`src/rtl/rob_marker_pkg.sv`:
```
// Shared types for the ROB marker tracker: marker codes, test phases and the event record.
package rob_marker_pkg;

    localparam logic [19:0] MARKER_LO = 20'h02013;
    localparam int EV_ID_W = 7;
    localparam int EV_TS_W = 32;

    // Even codes open a phase, the following odd code closes it; 0xE stops the monitor.
    typedef enum logic [3:0] {
        VCTM_START  = 4'h0,
        VCTM_END    = 4'h1,
        DELAY_START = 4'h2,
        DELAY_END   = 4'h3,
        TEXE_START  = 4'h4,
        TEXE_END    = 4'h5,
        LEAK_START  = 4'h6,
        LEAK_END    = 4'h7,
        INIT_START  = 4'h8,
        INIT_END    = 4'h9,
        TRAIN_START = 4'hA,
        TRAIN_END   = 4'hB,
        BIM_START   = 4'hC,
        BIM_END     = 4'hD,
        SIM_EXIT    = 4'hE
    } marker_code_e;

    typedef enum logic [2:0] {
        PH_IDLE  = 3'd0,
        PH_INIT  = 3'd1,
        PH_TRAIN = 3'd2,
        PH_BIM   = 3'd3,
        PH_VCTM  = 3'd4,
        PH_DELAY = 3'd5,
        PH_TEXE  = 3'd6,
        PH_LEAK  = 3'd7
    } phase_e;

    typedef struct packed {
        marker_code_e         code;
        logic [EV_ID_W-1:0]   id;
        logic [EV_TS_W-1:0]   stamp;
    } event_t;

    function automatic logic is_marker(input logic [31:0] inst);
        return (inst[19:0] == MARKER_LO) && (inst[31:24] == 8'h00) && (inst[23:20] != 4'hF);
    endfunction

    function automatic logic is_start(input marker_code_e code);
        logic [3:0] raw;
        raw = code;
        return (code != SIM_EXIT) && !raw[0];
    endfunction

    function automatic phase_e to_phase(input marker_code_e code);
        phase_e ph;
        case (code)
            VCTM_START,  VCTM_END:  ph = PH_VCTM;
            DELAY_START, DELAY_END: ph = PH_DELAY;
            TEXE_START,  TEXE_END:  ph = PH_TEXE;
            LEAK_START,  LEAK_END:  ph = PH_LEAK;
            INIT_START,  INIT_END:  ph = PH_INIT;
            TRAIN_START, TRAIN_END: ph = PH_TRAIN;
            BIM_START,   BIM_END:   ph = PH_BIM;
            default:                ph = PH_IDLE;
        endcase
        return ph;
    endfunction

endpackage

```
`src/rtl/rob_marker_fifo.sv`:
```
// Multi-write / single-read circular event queue; writes land in slot order behind the write pointer.
module rob_marker_fifo
    import rob_marker_pkg::*;
#(
    parameter int COMMIT_W = 2,
    parameter int DEPTH    = 8
) (
    input  logic                       clock,
    input  logic                       reset,
    input  logic [COMMIT_W-1:0]        push,
    input  event_t [COMMIT_W-1:0]      wr_data,
    input  logic                       pop,
    output event_t                     rd_data,
    output logic [$clog2(DEPTH):0]     count,
    output logic [$clog2(DEPTH):0]     free
);

    localparam int AW    = $clog2(DEPTH);
    localparam int CNT_W = AW + 1;

    event_t         mem [DEPTH];
    logic [AW-1:0]  wptr;
    logic [AW-1:0]  rptr;
    logic [AW-1:0]  offset;
    logic [AW-1:0]  wr_addr [COMMIT_W];
    logic [CNT_W-1:0] n_push;
    logic           pop_ok;

    // Only pushed slots consume an address, so accepted records stay contiguous.
    always_comb begin
        offset = '0;
        n_push = '0;
        for (int i = 0; i < COMMIT_W; i++) begin
            wr_addr[i] = wptr + offset;
            if (push[i]) begin
                offset = offset + 1'b1;
                n_push = n_push + 1'b1;
            end
        end
    end

    always_ff @(posedge clock) begin
        for (int i = 0; i < COMMIT_W; i++) begin
            if (push[i]) mem[wr_addr[i]] <= wr_data[i];
        end
    end

    assign pop_ok = pop && (count != '0);

    always_ff @(posedge clock) begin
        if (!reset) begin
            wptr  <= '0;
            rptr  <= '0;
            count <= '0;
        end else begin
            wptr  <= wptr + n_push[AW-1:0];
            if (pop_ok) rptr <= rptr + 1'b1;
            count <= count + n_push - {{AW{1'b0}}, pop_ok};
        end
    end

    assign rd_data = mem[rptr];
    assign free    = CNT_W'(DEPTH) - count;

endmodule

```
`src/rtl/rob_marker_tracker.sv`:
```
// Decodes INFO_* markers at ROB commit, timestamps and queues them, and tracks the test phase.
// Optional ROB_MARKER_PHASE_CYC_EN adds per-phase saturating cycle counters on phase_cyc.
module rob_marker_tracker
    import rob_marker_pkg::*;
#(
    parameter int COMMIT_W   = 2,
    parameter int ID_W       = EV_ID_W,
    parameter int TS_W       = EV_TS_W,
    parameter int FIFO_DEPTH = 8,
    parameter int DONE_DELAY = 3
) (
    input  logic                     clock,
    input  logic                     reset,
    input  logic [COMMIT_W-1:0]      cmt_valid,
    input  logic [32*COMMIT_W-1:0]   cmt_inst,
    input  logic [ID_W*COMMIT_W-1:0] cmt_id,
    output logic                     ev_valid,
    input  logic                     ev_ready,
    output logic [3:0]               ev_code,
    output logic [ID_W-1:0]          ev_id,
    output logic [TS_W-1:0]          ev_time,
    output logic [2:0]               phase,
    output logic                     tsx_done,
    output logic                     sim_exit,
    output logic                     overflow,
    output logic                     proto_err
`ifdef ROB_MARKER_PHASE_CYC_EN
    ,
    output logic [7*TS_W-1:0]        phase_cyc
`endif
);

    localparam int CNT_W = $clog2(FIFO_DEPTH) + 1;
    localparam int DLY_W = (DONE_DELAY > 1) ? $clog2(DONE_DELAY) : 1;

    logic [TS_W-1:0]        ts_q;
    phase_e                 phase_q;
    phase_e                 phase_nxt;
    logic                   done_q;
    logic                   armed_q;
    logic [DLY_W-1:0]       dly_q;
    logic                   exit_q;
    logic                   ovf_q;
    logic                   perr_q;

    logic [COMMIT_W-1:0]    push;
    event_t [COMMIT_W-1:0]  wr_data;
    event_t                 head;
    logic [CNT_W-1:0]       count;
    logic [CNT_W-1:0]       free;
    logic                   pop;
    logic                   perr_set;
    logic                   drop;
    logic                   exit_set;
    logic                   trig;
    logic                   blocked;
    marker_code_e           code;
    int                     accepted;

    // Slots are walked oldest first so phase changes and drops follow commit order;
    // once SIM_EXIT is seen, younger slots are not decoded at all.
    always_comb begin
        push      = '0;
        wr_data   = '0;
        phase_nxt = phase_q;
        perr_set  = 1'b0;
        drop      = 1'b0;
        exit_set  = 1'b0;
        trig      = 1'b0;
        code      = VCTM_START;
        accepted  = 0;
        blocked   = exit_q;
        for (int i = 0; i < COMMIT_W; i++) begin
            if (!blocked && cmt_valid[i] && is_marker(cmt_inst[32*i +: 32])) begin
                code = marker_code_e'(cmt_inst[32*i+20 +: 4]);
                wr_data[i] = '{code: code, id: cmt_id[ID_W*i +: ID_W], stamp: ts_q};
                if (accepted < int'(free)) begin
                    push[i]  = 1'b1;
                    accepted = accepted + 1;
                end else begin
                    drop = 1'b1;
                end
                if (code == SIM_EXIT) begin
                    exit_set = 1'b1;
                    blocked  = 1'b1;
                end else if (is_start(code)) begin
                    if (phase_nxt != PH_IDLE) perr_set = 1'b1;
                    phase_nxt = to_phase(code);
                end else if (phase_nxt == to_phase(code)) begin
                    phase_nxt = PH_IDLE;
                end else begin
                    perr_set = 1'b1;
                end
                if (code == VCTM_END || code == TEXE_START) trig = 1'b1;
            end
        end
    end

    // The countdown arms once; further triggers are ignored until reset.
    always_ff @(posedge clock) begin
        if (!reset) begin
            ts_q    <= '0;
            phase_q <= PH_IDLE;
            done_q  <= 1'b0;
            armed_q <= 1'b0;
            dly_q   <= '0;
            exit_q  <= 1'b0;
            ovf_q   <= 1'b0;
            perr_q  <= 1'b0;
        end else begin
            ts_q    <= ts_q + 1'b1;
            phase_q <= phase_nxt;
            if (exit_set) exit_q <= 1'b1;
            if (drop)     ovf_q  <= 1'b1;
            if (perr_set) perr_q <= 1'b1;
            if (armed_q) begin
                if (dly_q == DLY_W'(1)) begin
                    done_q  <= 1'b1;
                    armed_q <= 1'b0;
                end else begin
                    dly_q <= dly_q - 1'b1;
                end
            end else if (trig && !done_q) begin
                if (DONE_DELAY <= 1) begin
                    done_q <= 1'b1;
                end else begin
                    armed_q <= 1'b1;
                    dly_q   <= DLY_W'(DONE_DELAY - 1);
                end
            end
        end
    end

    rob_marker_fifo #(
        .COMMIT_W (COMMIT_W),
        .DEPTH    (FIFO_DEPTH)
    ) u_fifo (
        .clock   (clock),
        .reset   (reset),
        .push    (push),
        .wr_data (wr_data),
        .pop     (pop),
        .rd_data (head),
        .count   (count),
        .free    (free)
    );

    // Head fields are forced to zero while empty so stale memory never shows.
    assign ev_valid  = (count != '0);
    assign pop       = ev_valid && ev_ready;
    assign ev_code   = ev_valid ? 4'(head.code) : 4'h0;
    assign ev_id     = ev_valid ? head.id       : '0;
    assign ev_time   = ev_valid ? head.stamp    : '0;
    assign phase     = phase_q;
    assign tsx_done  = done_q;
    assign sim_exit  = exit_q;
    assign overflow  = ovf_q;
    assign proto_err = perr_q;

`ifdef ROB_MARKER_PHASE_CYC_EN
    logic [TS_W-1:0] cyc_cnt [7];

    always_ff @(posedge clock) begin
        if (!reset) begin
            for (int p = 0; p < 7; p++) cyc_cnt[p] <= '0;
        end else begin
            for (int p = 0; p < 7; p++) begin
                if (phase_q == phase_e'(3'(p + 1)) && cyc_cnt[p] != '1)
                    cyc_cnt[p] <= cyc_cnt[p] + 1'b1;
            end
        end
    end

    for (genvar g = 0; g < 7; g++) begin : g_phase_cyc
        assign phase_cyc[g*TS_W +: TS_W] = cyc_cnt[g];
    end
`endif

endmodule

```
`config.mk`:
```
export PLATFORM = sky130hd
export DESIGN_NAME = rob_marker_tracker
export DESIGN_NICKNAME = d
export VERILOG_FILES = /design/src/rtl/rob_marker_pkg.sv /design/src/rtl/rob_marker_fifo.sv /design/src/rtl/rob_marker_tracker.sv
export SDC_FILE = /design/constraint.sdc
export NUM_CORES = 1
export LEC_CHECK = 0
export ABC_AREA = 1
export CAP_MARGIN = 20
export CELL_PAD_IN_SITES_DETAIL_PLACEMENT = 0
export CELL_PAD_IN_SITES_GLOBAL_PLACEMENT = 1
export CORE_ASPECT_RATIO = 1.5
export CORE_MARGIN = 3
export CORE_UTILIZATION = 45
export DETAILED_ROUTE_END_ITERATION = 6
export PLACE_DENSITY_LB_ADDON = 0.1
export RECOVER_POWER = 100
export SETUP_SLACK_MARGIN = 0.15
export SYNTH_ARGS = -nofsm -noshare
export SYNTH_HDL_FRONTEND = slang
export SYNTH_SLANG_ARGS = --single-unit
```
`constraint.sdc`:
```
create_clock -name clock -period 9.25 [get_ports clock]
set_input_delay 2.775 -clock clock [delete_from_list [all_inputs] [get_ports clock]]
set_output_delay 2.775 -clock clock [all_outputs]
set_load 0.1 [all_outputs]
```
==> results.md <==
- Nets: roughly 2500
- Footprint of the multi-input gates: 8010 um2
- Via count: approximately 17000
- DR vias/cell: between 5 and 6
- TritonCTS buffer count: between 40 and 50
- Critical path peak fanout: 25
- Synth top area share: between 50% and 60%
- Main combinational cell family by area after synthesis: simple AND/OR/NAND/NOR gates
- Post-route total power: 5.65 mW
- Setup TNS: 0 ps
- Die width: 181 um
- Count leader, synth: nand2_1
- Slew HR: -74.1%
- Xor/xnor share of the synthesized area: 0.255%
- Clk sink count: around 400
- First-pass GRT wire length: approximately 97 mm
- Initial Utilization: a little under half
- Synth warn: 0
- Commonest cells post-synth: nand2_1, nor2_1, edfxtp_1
- Synth Area in Adders: under 10%
- Largest net degree at the start of global routing: 145
- Port Buffers: between 100 and 150
- Gate Count Post-Synth: approximately 2400
- Core Util, Final: between 50 and 60%
- Area grow syn2layout: 14.2%
- CTS resizes: 0
- Setup WS pre-CTS: ~2100 ps
- DR WL/cell: between 20 and 25 um
- CP arrival: 8090 ps
- Clock Pin Slew Worst Setup and Hold Paths: roughly 60 ps
- Internal: 3.37 mW
- Post-CTS Hold Fix Bufs: 0
- Drt total wl: ~63 mm
- Switching share of power: 40.3%
- HPWL Detailed: ~37 mm
- Num ports: around 130
- Clk_lat worst skew: about 560 ps
- Fill count: 4194
- Gate power share: 34.7%
- Post-synthesis sequential area ratio: a little under three fifths
- Lkg Pwr: 7.85 nW
- Final Skew: between 15 and 20 ps
- Pwr dens: approximately 240 nW/um2
- CORE AREA: 45000 um2
- Area after DPL: 22300 um2
- Psw: between 2 and 2.5 mW
- Layout cells sized above 1: between 4 and 5%
- #FFs+latches synth: 399
- CTS tree: done
- Post-synth EDFFs: roughly 340
- Worst setup margin: 1360 ps
- Die height: around 270 um
- Multiplexer area fraction after synthesis: 0%
- Register area: about 11000 um2
- DR iter-0 viols: around 1300
- Post-route cell area: 23500 um2
- Max-slew violation count: 540
- Max clock buf depth: 3
- Synth Area in Compound Gates: between 10% and 20%
- Tmin final: about 7900 ps
- Avg Inst Size Synth: 8.71 um2
- Setup crit end kind: flip-flop
- Worst slew pin tran: between 2000 and 3000 ps
- Vias in the first global route: 17200
- H-tree Lvls: 2
- Max VDD drop: 0.000265 V
- Worst Hold Class: reg2reg
- Setup crit start kind: input pin
- Yosys top cell by area: edfxtp_1
- Req. time, crit path: about 9500 ps
- Cell area after synthesis: 20600 um2
- Period utilization: ~85%
- GRT Total Usage: between 20% and 30%
- Clock share of power: between 30% and 40%
- Synth Flop Type: edfxtp_1
- Congestion Overflow GR: 0
- Initial antenna violation count: 0
- Simple-gate share of the synthesized area: 18.9%
- Synth top area cells: edfxtp_1, nand2_1, o21ai_1
- Num rows: between 90 and 100
- Synth cell types: 45
- FFs w/ async S/R, synth: 0%
- Clock root cell: clkbuf_16
- Post-Syn Nets: approximately 2500
- Failing checks: max-capacitance violations, max-slew violations
- Setup Buffers After CTS: 0
- Max Fclk: around 130 MHz
- Placer Congestion: between 0.8 and 0.9
- Remaining DRCs: 0
- Routed Antenna Nets: 0
- Run status: complete, but fails checks
- Sequential power share: 35.0%
- RSZ-0062 raised after global routing: false
- Die area: between 40000 and 50000 um2
- Final Hold Fails: 0
- Crit Path Category: in2reg
- Pre-Repair DR Iteration Count: 5
- Max-cap violation count: 11
- # setup viols final: 0
-- layout make-up --
type	count	share of cell area (%)
repair buffers	163	6.65
clock inverters	21	0.825
inverters	102	1.64
well taps	582	3.10
diodes	2	0.0213
clock buffers	58	5.04
flip-flops and latches	399	48.7
multi-input cells	1710	34.1
-- per-stage QoR --
step	hold slack, ps	cells
after global placement	444	2954
after floorplan	433	2364
after global routing	505	3035
final	461	3037
after CTS	464	3035
after detailed placement	449	2956
-- power groups by stage --
stage	logic [mW]	clock network, mW	registers (mW)
CTS	2.02	1.74	1.98
global placement	2.01	0	2.02
global route	2.09	1.80	1.98
detailed placement	2.01	0	2.02
finish	1.96	1.71	1.98
floorplan	1.47	0	1.99
-- flip-flops by register name, summed over array words and instances, names as in the netlist, named ones only --
| signal | flops |
|---|---|
| ts_q | 32 |
| u_fifo.wptr | 3 |
| u_fifo.count | 4 |
| dly_q | 2 |
| proto_err | 1 |
| overflow | 1 |
| u_fifo.mem | 344 |
| phase | 3 |
| tsx_done | 1 |
| armed_q | 1 |
| u_fifo.rptr | 3 |
| sim_exit | 1 |
-- critical path, cell delays in order --
cell and delay, ps:
dlygate4sd3_1 620, inv_1 140, nor3_1 320, nand2_1 90, nand2_1 100, nor2_1 150, a31oi_1 440, nand2_4 110
nor2_1 1140, nand3_4 130, o21ai_1 1400, buf_4 640
-- per-layer routing --
layer  vias to the layer above  wire [um]  GRT usage [%]
li1                       8301          -              -
met3                       151       3750           3.62
met2                       590      32300           46.0
met1                      8300      24600           30.6
met5                         -          0              0
met4                         0       2050           9.38
-- cells in the final DEF (no fill, tap or decap), drive strengths merged --
| cell type | count |
|---|---|
| o22ai | 43 |
| o21ai | 588 |
| nor4b | 3 |
| a31oi | 48 |
| xor2 | 2 |
| clkinv | 16 |
| nand4 | 4 |
| nand2 | 498 |
| nor3b | 2 |
| nand3b | 1 |
| nor2 | 387 |
| ha | 19 |
| nor3 | 24 |
| a211oi | 3 |
| dlygate4sd3 | 52 |
| o21bai | 2 |
| o31ai | 1 |
| nor4 | 11 |
| dfxtp | 55 |
| a21oi | 29 |
| and2 | 2 |
| clkdlybuf4s50 | 81 |
| bufinv | 3 |
| clkbuf | 68 |
| o21a | 2 |
| buf | 20 |
| inv | 103 |
| fa | 2 |
| edfxtp | 344 |
| or2 | 2 |
| and3 | 1 |
| diode | 2 |
| nand3 | 32 |
| xnor2 | 4 |
| clkinvlp | 1 |
-- kinds of logic after synthesis --
| logic type | Yosys count |
|---|---|
| adder cells (fa/ha/maj) | 21 |
| buffers and inverters | 255 |
| AND/OR/NAND/NOR | 967 |
| XOR/XNOR | 6 |
| AO/OA/AOI/OAI | 716 |
| flip-flops | 399 |
-- worst paths after layout --
check                from                 to  slack [ps]  cells after the start
min reg2reg      dly_q[1]           dly_q[1]         460                      2
max reg2reg      sim_exit  u_fifo.mem[3][33]        4280                     11
min              dly_q[1]           dly_q[1]         460                      2
max          cmt_inst[23]  u_fifo.mem[3][33]        1360                     12
Note: power is estimated with default switching activity, not from simulation.
